<file path="config.mk">
export PLATFORM = sky130hd
export DESIGN_NAME = fir_coeff_host_flat
export DESIGN_NICKNAME = d
export VERILOG_FILES = /design/src/rtl/fir_coeff_host_if.sv /design/src/rtl/fir_coeff_host.sv /design/src/flat_wrapper.sv
export SDC_FILE = /design/constraint.sdc
export NUM_CORES = 1
export LEC_CHECK = 0
export BUFFER_PORTS_ARGS = -buffer_cell sky130_fd_sc_hd__buf_2
export CAP_MARGIN = 20
export CORE_MARGIN = 2
export CORE_UTILIZATION = 48
export DETAILED_ROUTE_END_ITERATION = 8
export PLACE_DENSITY = 0.71
export REMOVE_ABC_BUFFERS = 1
export SLEW_MARGIN = 20
export SYNTH_ARGS = -nofsm -noshare
export SYNTH_HDL_FRONTEND = slang
export SYNTH_SLANG_ARGS = --single-unit
</file>
<file path="constraint.sdc">
create_clock -name OSC_60MHZ -period 1.9 [get_ports OSC_60MHZ]
set_input_delay 0.19 -clock OSC_60MHZ [delete_from_list [all_inputs] [get_ports OSC_60MHZ]]
set_output_delay 0.19 -clock OSC_60MHZ [all_outputs]
set_load 0.01 [all_outputs]
</file>
<file path="src/rtl/fir_coeff_host_if.sv">
// Signal bundle between the parallel request side and the serial coefficient
// link of fir_coeff_host.
//   start/op/wdata        : one-cycle word request (op 1 = write, 0 = read)
//   busy/done/err/rdata   : transaction status and last successfully read word
//   coeff_req/coeff_wr_op : transaction strobe and operation type to the master
//   coeff_wr_data         : serial write data, MSB first
//   coeff_ack             : acknowledge pulse from the master
//   coeff_rd_data         : serial read data, MSB first
// master modport = fir_coeff_host side, slave modport = requester/responder side.
interface fir_coeff_host_if #(
   parameter int WORD_W = 64
);
   logic              start;
   logic              op;
   logic [WORD_W-1:0] wdata;
   logic              busy;
   logic              done;
   logic              err;
   logic [WORD_W-1:0] rdata;
   logic              coeff_req;
   logic              coeff_wr_op;
   logic              coeff_wr_data;
   logic              coeff_ack;
   logic              coeff_rd_data;

   modport master (
      input  start, op, wdata, coeff_ack, coeff_rd_data,
      output busy, done, err, rdata, coeff_req, coeff_wr_op, coeff_wr_data
   );

   modport slave (
      output start, op, wdata, coeff_ack, coeff_rd_data,
      input  busy, done, err, rdata, coeff_req, coeff_wr_op, coeff_wr_data
   );
endinterface

</file>
<file path="src/rtl/fir_coeff_host.sv">
// Initiator of the serial FIR coefficient link. Turns a parallel word request
// into the one-bit req/wr_op/wr_data/ack/rd_data transaction and returns read
// words in parallel.
// Ports:
//   OSC_60MHZ : system clock, rising edge
//   RESET     : synchronous active-high reset
//   bus       : fir_coeff_host_if master modport (request, status, serial link)
// All outputs are registered.
//
// state   | meaning
// --------+----------------------------------------------------------
// IDLE    | waiting for start
// W_SHIFT | write word on coeff_wr_data, MSB first, one bit per cycle
// W_ACK   | write sent, waiting for ack or timeout
// R_ACK   | read requested, waiting for ack or timeout
// R_SHIFT | sampling coeff_rd_data, MSB first
// GAP     | done cycle, coeff_req low; a held start launches from here
module fir_coeff_host #(
   parameter int WORD_W  = 64,
   parameter int TIMEOUT = 255
) (
   input logic              OSC_60MHZ,
   input logic              RESET,
   fir_coeff_host_if.master bus
);
   localparam int              CNT_W    = (WORD_W > 1) ? $clog2(WORD_W) : 1;
   localparam logic [CNT_W-1:0] BIT_LAST = CNT_W'(WORD_W - 1);
   localparam logic [15:0]      TMO_LAST = 16'(TIMEOUT - 1);

   localparam logic [2:0] IDLE    = 3'd0;
   localparam logic [2:0] W_SHIFT = 3'd1;
   localparam logic [2:0] W_ACK   = 3'd2;
   localparam logic [2:0] R_ACK   = 3'd3;
   localparam logic [2:0] R_SHIFT = 3'd4;
   localparam logic [2:0] GAP     = 3'd5;

   logic [2:0]        state;
   logic [WORD_W-1:0] shreg;
   logic [CNT_W-1:0]  bit_cnt;
   logic [15:0]       tmo_cnt;

   logic              busy_q;
   logic              done_q;
   logic              err_q;
   logic [WORD_W-1:0] rdata_q;
   logic              req_q;
   logic              wr_op_q;
   logic              wr_data_q;

   assign bus.busy          = busy_q;
   assign bus.done          = done_q;
   assign bus.err           = err_q;
   assign bus.rdata         = rdata_q;
   assign bus.coeff_req     = req_q;
   assign bus.coeff_wr_op   = wr_op_q;
   assign bus.coeff_wr_data = wr_data_q;

   always_ff @(posedge OSC_60MHZ) begin
      if (RESET) begin
         state     <= IDLE;
         shreg     <= '0;
         bit_cnt   <= '0;
         tmo_cnt   <= '0;
         busy_q    <= 1'b0;
         done_q    <= 1'b0;
         err_q     <= 1'b0;
         rdata_q   <= '0;
         req_q     <= 1'b0;
         wr_op_q   <= 1'b0;
         wr_data_q <= 1'b0;
      end else begin
         done_q <= 1'b0;
         err_q  <= 1'b0;

         case (state)
            // GAP is already the guaranteed low cycle on coeff_req, so a start
            // sampled at its closing edge yields exactly one low cycle between
            // back-to-back transactions.
            IDLE, GAP: begin
               if (bus.start) begin
                  // MSB goes out right away; shreg holds the remaining bits.
                  shreg     <= {bus.wdata[WORD_W-2:0], 1'b0};
                  wr_data_q <= bus.op & bus.wdata[WORD_W-1];
                  wr_op_q   <= bus.op;
                  req_q     <= 1'b1;
                  busy_q    <= 1'b1;
                  bit_cnt   <= '0;
                  tmo_cnt   <= '0;
                  state     <= bus.op ? W_SHIFT : R_ACK;
               end else begin
                  state <= IDLE;
               end
            end

            W_SHIFT: begin
               bit_cnt <= bit_cnt + 1'b1;
               if (bit_cnt == BIT_LAST) begin
                  wr_data_q <= 1'b0;
                  tmo_cnt   <= '0;
                  state     <= W_ACK;
               end else begin
                  wr_data_q <= shreg[WORD_W-1];
                  shreg     <= {shreg[WORD_W-2:0], 1'b0};
               end
            end

            W_ACK, R_ACK: begin
               if (bus.coeff_ack) begin
                  if (state == W_ACK) begin
                     done_q <= 1'b1;
                     req_q  <= 1'b0;
                     busy_q <= 1'b0;
                     state  <= GAP;
                  end else begin
                     bit_cnt <= '0;
                     state   <= R_SHIFT;
                  end
               end else if (tmo_cnt == TMO_LAST) begin
                  // tmo_cnt counts edges already waited; this one is the
                  // TIMEOUT-th, so done/err land TIMEOUT cycles after entry.
                  done_q <= 1'b1;
                  err_q  <= 1'b1;
                  req_q  <= 1'b0;
                  busy_q <= 1'b0;
                  state  <= GAP;
               end else begin
                  tmo_cnt <= tmo_cnt + 1'b1;
               end
            end

            R_SHIFT: begin
               shreg   <= {shreg[WORD_W-2:0], bus.coeff_rd_data};
               bit_cnt <= bit_cnt + 1'b1;
               if (bit_cnt == BIT_LAST) begin
                  rdata_q <= {shreg[WORD_W-2:0], bus.coeff_rd_data};
                  done_q  <= 1'b1;
                  req_q   <= 1'b0;
                  busy_q  <= 1'b0;
                  state   <= GAP;
               end
            end

            default: begin
               state <= IDLE;
            end
         endcase
      end
   end
endmodule

</file>
<file path="src/flat_wrapper.sv">
// flat-port wrapper written by rule: the top's interface ports become plain ports
module fir_coeff_host_flat 
#(
   parameter int WORD_W  = 64,
   parameter int TIMEOUT = 255
)
  (OSC_60MHZ, RESET, bus_start, bus_op, bus_wdata, bus_coeff_ack, bus_coeff_rd_data, bus_busy, bus_done, bus_err, bus_rdata, bus_coeff_req, bus_coeff_wr_op, bus_coeff_wr_data);
  fir_coeff_host_if #(.WORD_W(WORD_W)) bus_i ();
  input logic OSC_60MHZ;
  input logic RESET;
  input wire logic [$bits(bus_i.start)-1:0] bus_start;
  input wire logic [$bits(bus_i.op)-1:0] bus_op;
  input wire logic [$bits(bus_i.wdata)-1:0] bus_wdata;
  input wire logic [$bits(bus_i.coeff_ack)-1:0] bus_coeff_ack;
  input wire logic [$bits(bus_i.coeff_rd_data)-1:0] bus_coeff_rd_data;
  output wire logic [$bits(bus_i.busy)-1:0] bus_busy;
  output wire logic [$bits(bus_i.done)-1:0] bus_done;
  output wire logic [$bits(bus_i.err)-1:0] bus_err;
  output wire logic [$bits(bus_i.rdata)-1:0] bus_rdata;
  output wire logic [$bits(bus_i.coeff_req)-1:0] bus_coeff_req;
  output wire logic [$bits(bus_i.coeff_wr_op)-1:0] bus_coeff_wr_op;
  output wire logic [$bits(bus_i.coeff_wr_data)-1:0] bus_coeff_wr_data;
  assign bus_i.start = bus_start;
  assign bus_i.op = bus_op;
  assign bus_i.wdata = bus_wdata;
  assign bus_i.coeff_ack = bus_coeff_ack;
  assign bus_i.coeff_rd_data = bus_coeff_rd_data;
  assign bus_busy = bus_i.busy;
  assign bus_done = bus_i.done;
  assign bus_err = bus_i.err;
  assign bus_rdata = bus_i.rdata;
  assign bus_coeff_req = bus_i.coeff_req;
  assign bus_coeff_wr_op = bus_i.coeff_wr_op;
  assign bus_coeff_wr_data = bus_i.coeff_wr_data;
  fir_coeff_host #(.WORD_W(WORD_W), .TIMEOUT(TIMEOUT)) u_core (.OSC_60MHZ(OSC_60MHZ), .RESET(RESET), .bus(bus_i));
endmodule
</file>
==> After elaboration in Yosys (flattened, before gate mapping) <==
Index checks and enable logic that the tools add are counted.
{ "word_totals": {"register_bits": 158, "in_bits": 70, "output_inout_bits": 70, "elab_cells": 83} }
{ "op_classes": {"add_sub_neg": 2, "n_eq_ne": 17, "n_mux": 34, "bitwise_logic": 2, "reduce_logical": 18} }
{ "ops": {"columns": ["operator", "count"], "rows": [
  ["$pmux W64 S3", 1],
  ["$mux W64", 2],
  ["$mux W16", 4],
  ["$pmux W16 S3", 1],
  ["$mux W6", 3],
  ["$pmux W6 S3", 1],
  ["$add A16 B1 Y16 const B", 1],
  ["$eq A16 B8 Y1 const B", 1],
  ["$mux W3", 5],
  ["$mux W1", 12],
  ["$ne A2 B2 Y1 const B", 6],
  ["$pmux W3 S4", 1],
  ["$reduce_bool A3 Y1", 4],
  ["$reduce_and A5 Y1", 2],
  ["$add A6 B1 Y6 const B", 1],
  ["$eq A3 B2 Y1 const B", 2],
  ["$eq A3 B3 Y1 const B", 2],
  ["$eq A6 B6 Y1 const B", 1],
  ["$ne A3 B2 Y1 const B", 2],
  ["$reduce_and A2 Y1", 3],
  ["$reduce_and A3 Y1", 2],
  ["$reduce_or A2 Y1", 3],
  ["$ne A2 B1 Y1 const B", 2],
  ["$pmux W1 S2", 2],
  ["other kinds (9)", 9]
]} }

==> Longest topological paths before layout <==
{ "depth": {"word_depth": 4, "ltp_mapped": 8, "mapped_depth_nobuf": 7} }

==> Worst setup path before layout <==
No wires, ideal clock.
{ "synth_timing": {"kind": "register to register", "from": "register u_core.bit_cnt[0]", "to": "register u_core.shreg[27]", "setup_time_ns": 0.089, "t_arrival_ns": 1.608, "setup_slack_ns": 0.203, "stages_incl_launch_ff": 9, "period_less_slack_ns": 1.697, "cell_sequence": "dfxtp_1 ha_1 nand2_1 o41ai_2 a211oi_1 buf_2 buf_6 buf_6 a311oi_2"} }
{ "synth_via": {"elab_chain_cells": 3} }
{ "synth_rtl": {"columns": ["element", "line_no", "rtl"], "rows": [
  ["start: declaration", "fir_coeff_host.sv:39", "logic [CNT_W-1:0] bit_cnt;"],
  ["start signal: assignment", "fir_coeff_host.sv:96", "bit_cnt <= bit_cnt + 1'b1;"],
  ["start signal: assignment", "fir_coeff_host.sv:133", "bit_cnt <= bit_cnt + 1'b1;"],
  ["$eq A6 B6 Y1", "fir_coeff_host.sv:97", "if (bit_cnt == BIT_LAST) begin"],
  ["$ne A2 B2 Y1 (no source line)", null, null],
  ["$reduce_and A3 Y1 (no source line)", null, null],
  ["end signal: assignment", "fir_coeff_host.sv:82", "shreg <= {bus.wdata[WORD_W-2:0], 1'b0};"],
  ["end signal: assignment", "fir_coeff_host.sv:103", "shreg <= {shreg[WORD_W-2:0], 1'b0};"],
  ["end signal: assignment", "fir_coeff_host.sv:132", "shreg <= {shreg[WORD_W-2:0], bus.coeff_rd_data};"],
  ["end: declaration", "fir_coeff_host.sv:38", "logic [WORD_W-1:0] shreg;"]
]} }
Every way passes these cells.
A chain may end at the register's enable or synchronous reset.

==> Worst setup path after layout <==
{ "layout_timing": {"from": "register u_core.bit_cnt[0]", "to": "register u_core.shreg[2]"} }
Same word-level chain as after synthesis.

==> metrics.md <==
| Metric | Value |
|---|---|
| Final hold vios | 0 |
| Leak | 3.56 nW |
| Total number of vias | 6,588 |
| H-tree levels | 4 |
| Fmax | 0.544 GHz |
| HP Class | input pin to flip-flop |
| Area grow syn2layout | 29.4% |
| Clock Sinks | 158 |
| Setup CP Type | flip-flop to flip-flop |
| DRC | 0 |
| Worst-margin pin slew | 0.394 ns |
| Vias in the first global route | 5,665 |
| Main synth FF type | dfxtp_1 |
| Total track usage | 22.5% |
| Normalized max-slew margin | between 70 and 80% |
| Routed wire length per instance | 15.0 microns |
| TritonCTS buffer count | 17 |
| Final period util | between 90% and 100% |
| Post-synth ARST share | 0% |
| Longest Clk Path Bufs | 2 |
| CTS root buf | clkbuf_16 |
| I/O Buffers | around 140 |
| Grt ovf | 0 |
| Syn_area_per_cell | slightly above 8 sq um |
| Maximum VDD drop | just under 0.9 mV |
| Crit start category | flip-flop |
| Placed Area | 8040 sq um |
| Netlist cell types | 56 |
| Final Skew | 0.00756 ns |
| Cell area after synthesis | 6830 sq um |
| Pin count of the biggest net entering global routing | 58 |
| Post-layout util | 63.6% |
| Chip Height | roughly 120 microns |
| Detail Placement HPWL | around 11,000 microns |
| Fill cells | 1,223 |
| Top cell type's share of synthesized area | between 40% and 50% |
| Crit path max fanout | 7 |
| Global-route wire length before repair | 27,200 microns |
| Via density | roughly 5.6 |
| Row cnt | 43 |
| Die width | between 100 and 150 microns |
| Layout cell share with drive strength beyond 1 | between 20 and 30% |
| Die Area | between 15,000 and 20,000 sq um |
| Flops & latches, synth | about 160 |
| Min Tclk post-route | around 1.8 ns |
| Max Slew Vio Count | 0 |
| Inst Count DP | roughly 1.2k |
| Most common cell after layout, fill and taps aside | nand2_1 |
| Crit end category | flip-flop |
| RD Place Congestion | 0.899 |
| CTS tree | built |
| Worst-Skew Late Latency | between 0.4 and 0.5 ns |
| Max Cap Viol | 0 |
| WP data required | ~2.2 ns |
| Antenna Violating Nets Remaining | 0 |
| Post-synth top area cell | dfxtp_1 |
| Core area | around 14,000 sq um |
| Initial cell density of the core | 49.2% |
| Fin nets | 1,067 |
| Design Area, Final | 8830 sq um |
| Critical Path AT | approximately 2.2 ns |
| Post-synth EDFFs | 0 |
| Gate Count Post-Synth | about 850 |
| Initial antenna violation count | 0 |
| Final setup fails | 0 |
| Ant diodes | 0 |
| Post-synthesis sequential area ratio | about 46% |
| Fin cells | between 1k and 1.5k |
| Ports | 140 |
| Cell Pwr Density | ~1500 nW/um^2 |
| Clk slew on worst S/H paths | approximately 0.060 ns |
| WL final | roughly 18,000 microns |
| DR iter-0 viols | 510 |
| Hold_ws | approximately 0.02 ns |
| Syn. warnings | 0 |
| Commonest cells after routing, fill and taps aside | 264 x nand2_1, 151 x dfxtp_1, 138 x buf_2 |
| Synth top area cells | dfxtp_1 46%, nand2_1 15%, a21oi_1 6.8% |
| Drt pass-1 iters | 5 |
| Cts hold-fix bufs | 0 |
| Status | complete, no violations |
-- kinds of logic (layout without fill, tap and decap cells) --
group | after synthesis | after routing | share of synthesized area, %
adders and majority gates | 3 | 3 | 0.550
AOI/OAI and AO/OA | 194 | 194 | 21.7
muxes | 2 | 2 | 0.293
and+or+nand+nor | 415 | 415 | 25.9
xor gates and xnor gates | 1 | 1 | 0.128
DFF | 158 | 158 | 46.3
buffers and inverters | 72 | 234 | 5.09
-- registers in the layout, summed over array words and instances, names as in the netlist --
signal                    cells
u_core.bus.rdata             64
u_core.tmo_cnt               16
u_core.shreg                 64
u_core.bus.done               1
u_core.bus.err                1
u_core.state                  3
u_core.bit_cnt                6
u_core.bus.coeff_wr_data      1
u_core.bus.coeff_wr_op        1
u_core.bus.busy               1
-- routing by layer --
metal	share of wire (%)	wire length (microns)	vias to the layer above	global-route usage, %
li1	-	-	3232	-
met1	47	8410	3130	30.7
met2	46	8230	208	35.3
met3	5.6	995	18	5.86
met4	1.1	198	0	6.11
met5	0	0	-	0
-- metrics by stage --
step / setup TNS [ns] / total power, mW / setup slack (ns)
floorplan: -546.11 / 6.16 / -8.01
global placement: 0 / 9.53 / 0.0161
detailed placement: -0.0437 / 9.64 / -0.0224
CTS: -0.0718 / 13.3 / -0.0192
global route: -0.0760 / 14.5 / -0.0152
finish: 0 / 13.7 / 0.0632
-- worst max-delay path, stage by stage, from the launching register on --
cell and delay (ns):
dfxtp_2 0.35, ha_4 0.18, nand2_2 0.10, o41ai_4 0.08
a211oi_4 0.34, buf_4 0.18, clkbuf_16 0.14, buf_4 0.12
nor2_1 0.03, a311oi_1 0.22
-- cells in the mapped netlist (4+ instances only) --
cell type and count:
a21oi_1 93, a311oi_1 36, a311oi_2 30, buf_2 23, buf_6 5, clkbuf_1 34, dfxtp_1 158, inv_1 4
nand2_1 267, nand2b_1 4, nand3_1 9, nor2_1 88, nor2b_1 4, nor3_1 6, o21ai_0 14, or3_1 4
-- report_power, final --
| part | total, mW | internal [mW] | switching, mW |
|---|---|---|---|
| combinational | 5.27 | 2.34 | 2.93 |
| clock | 3.61 | 2.21 | 1.40 |
| sequential | 4.79 | 4.11 | 0.675 |
| total | 13.7 | 8.66 | 5.00 |
-- path summary, 6_finish.rpt --
| kind | from | slack [ns] | depth (start not counted) | endpoint |
|---|---|---|---|---|
| max | u_core.bit_cnt[0]$_SDFFE_PP0P_ | 0.06 | 9 | u_core.shreg[2]$_SDFFE_PP0P_ |
| min | bus_coeff_rd_data | 0.02 | 3 | u_core.shreg[0]$_SDFFE_PP0P_ |
| max reg2reg | u_core.bit_cnt[0]$_SDFFE_PP0P_ | 0.06 | 9 | u_core.shreg[2]$_SDFFE_PP0P_ |
| min reg2reg | u_core.bus.rdata[49]$_SDFFE_PP0P_ | 0.45 | 2 | u_core.bus.rdata[49]$_SDFFE_PP0P_ |
-- area by class of cell --
cell class	count	area (sq um)	area share (%)
Multi-Input combinational cell	615	3420	38.7
Sequential cell	158	3170	35.9
Timing Repair Buffer	198	1380	15.6
Clock buffer	19	433	4.90
Tap cell	180	225	2.55
Clock inverter	13	190	2.15
Inverter	4	15.0	0.170
-- what timing repair did --
action                     4_1_cts  5_1_grt
setup buffers                    1        2
pin swaps                        1        5
setup endpoints to repair       23      109
resized for setup                2       25
gates cloned                     0        2
No activity file was read; power rests on OpenSTA's default activity.
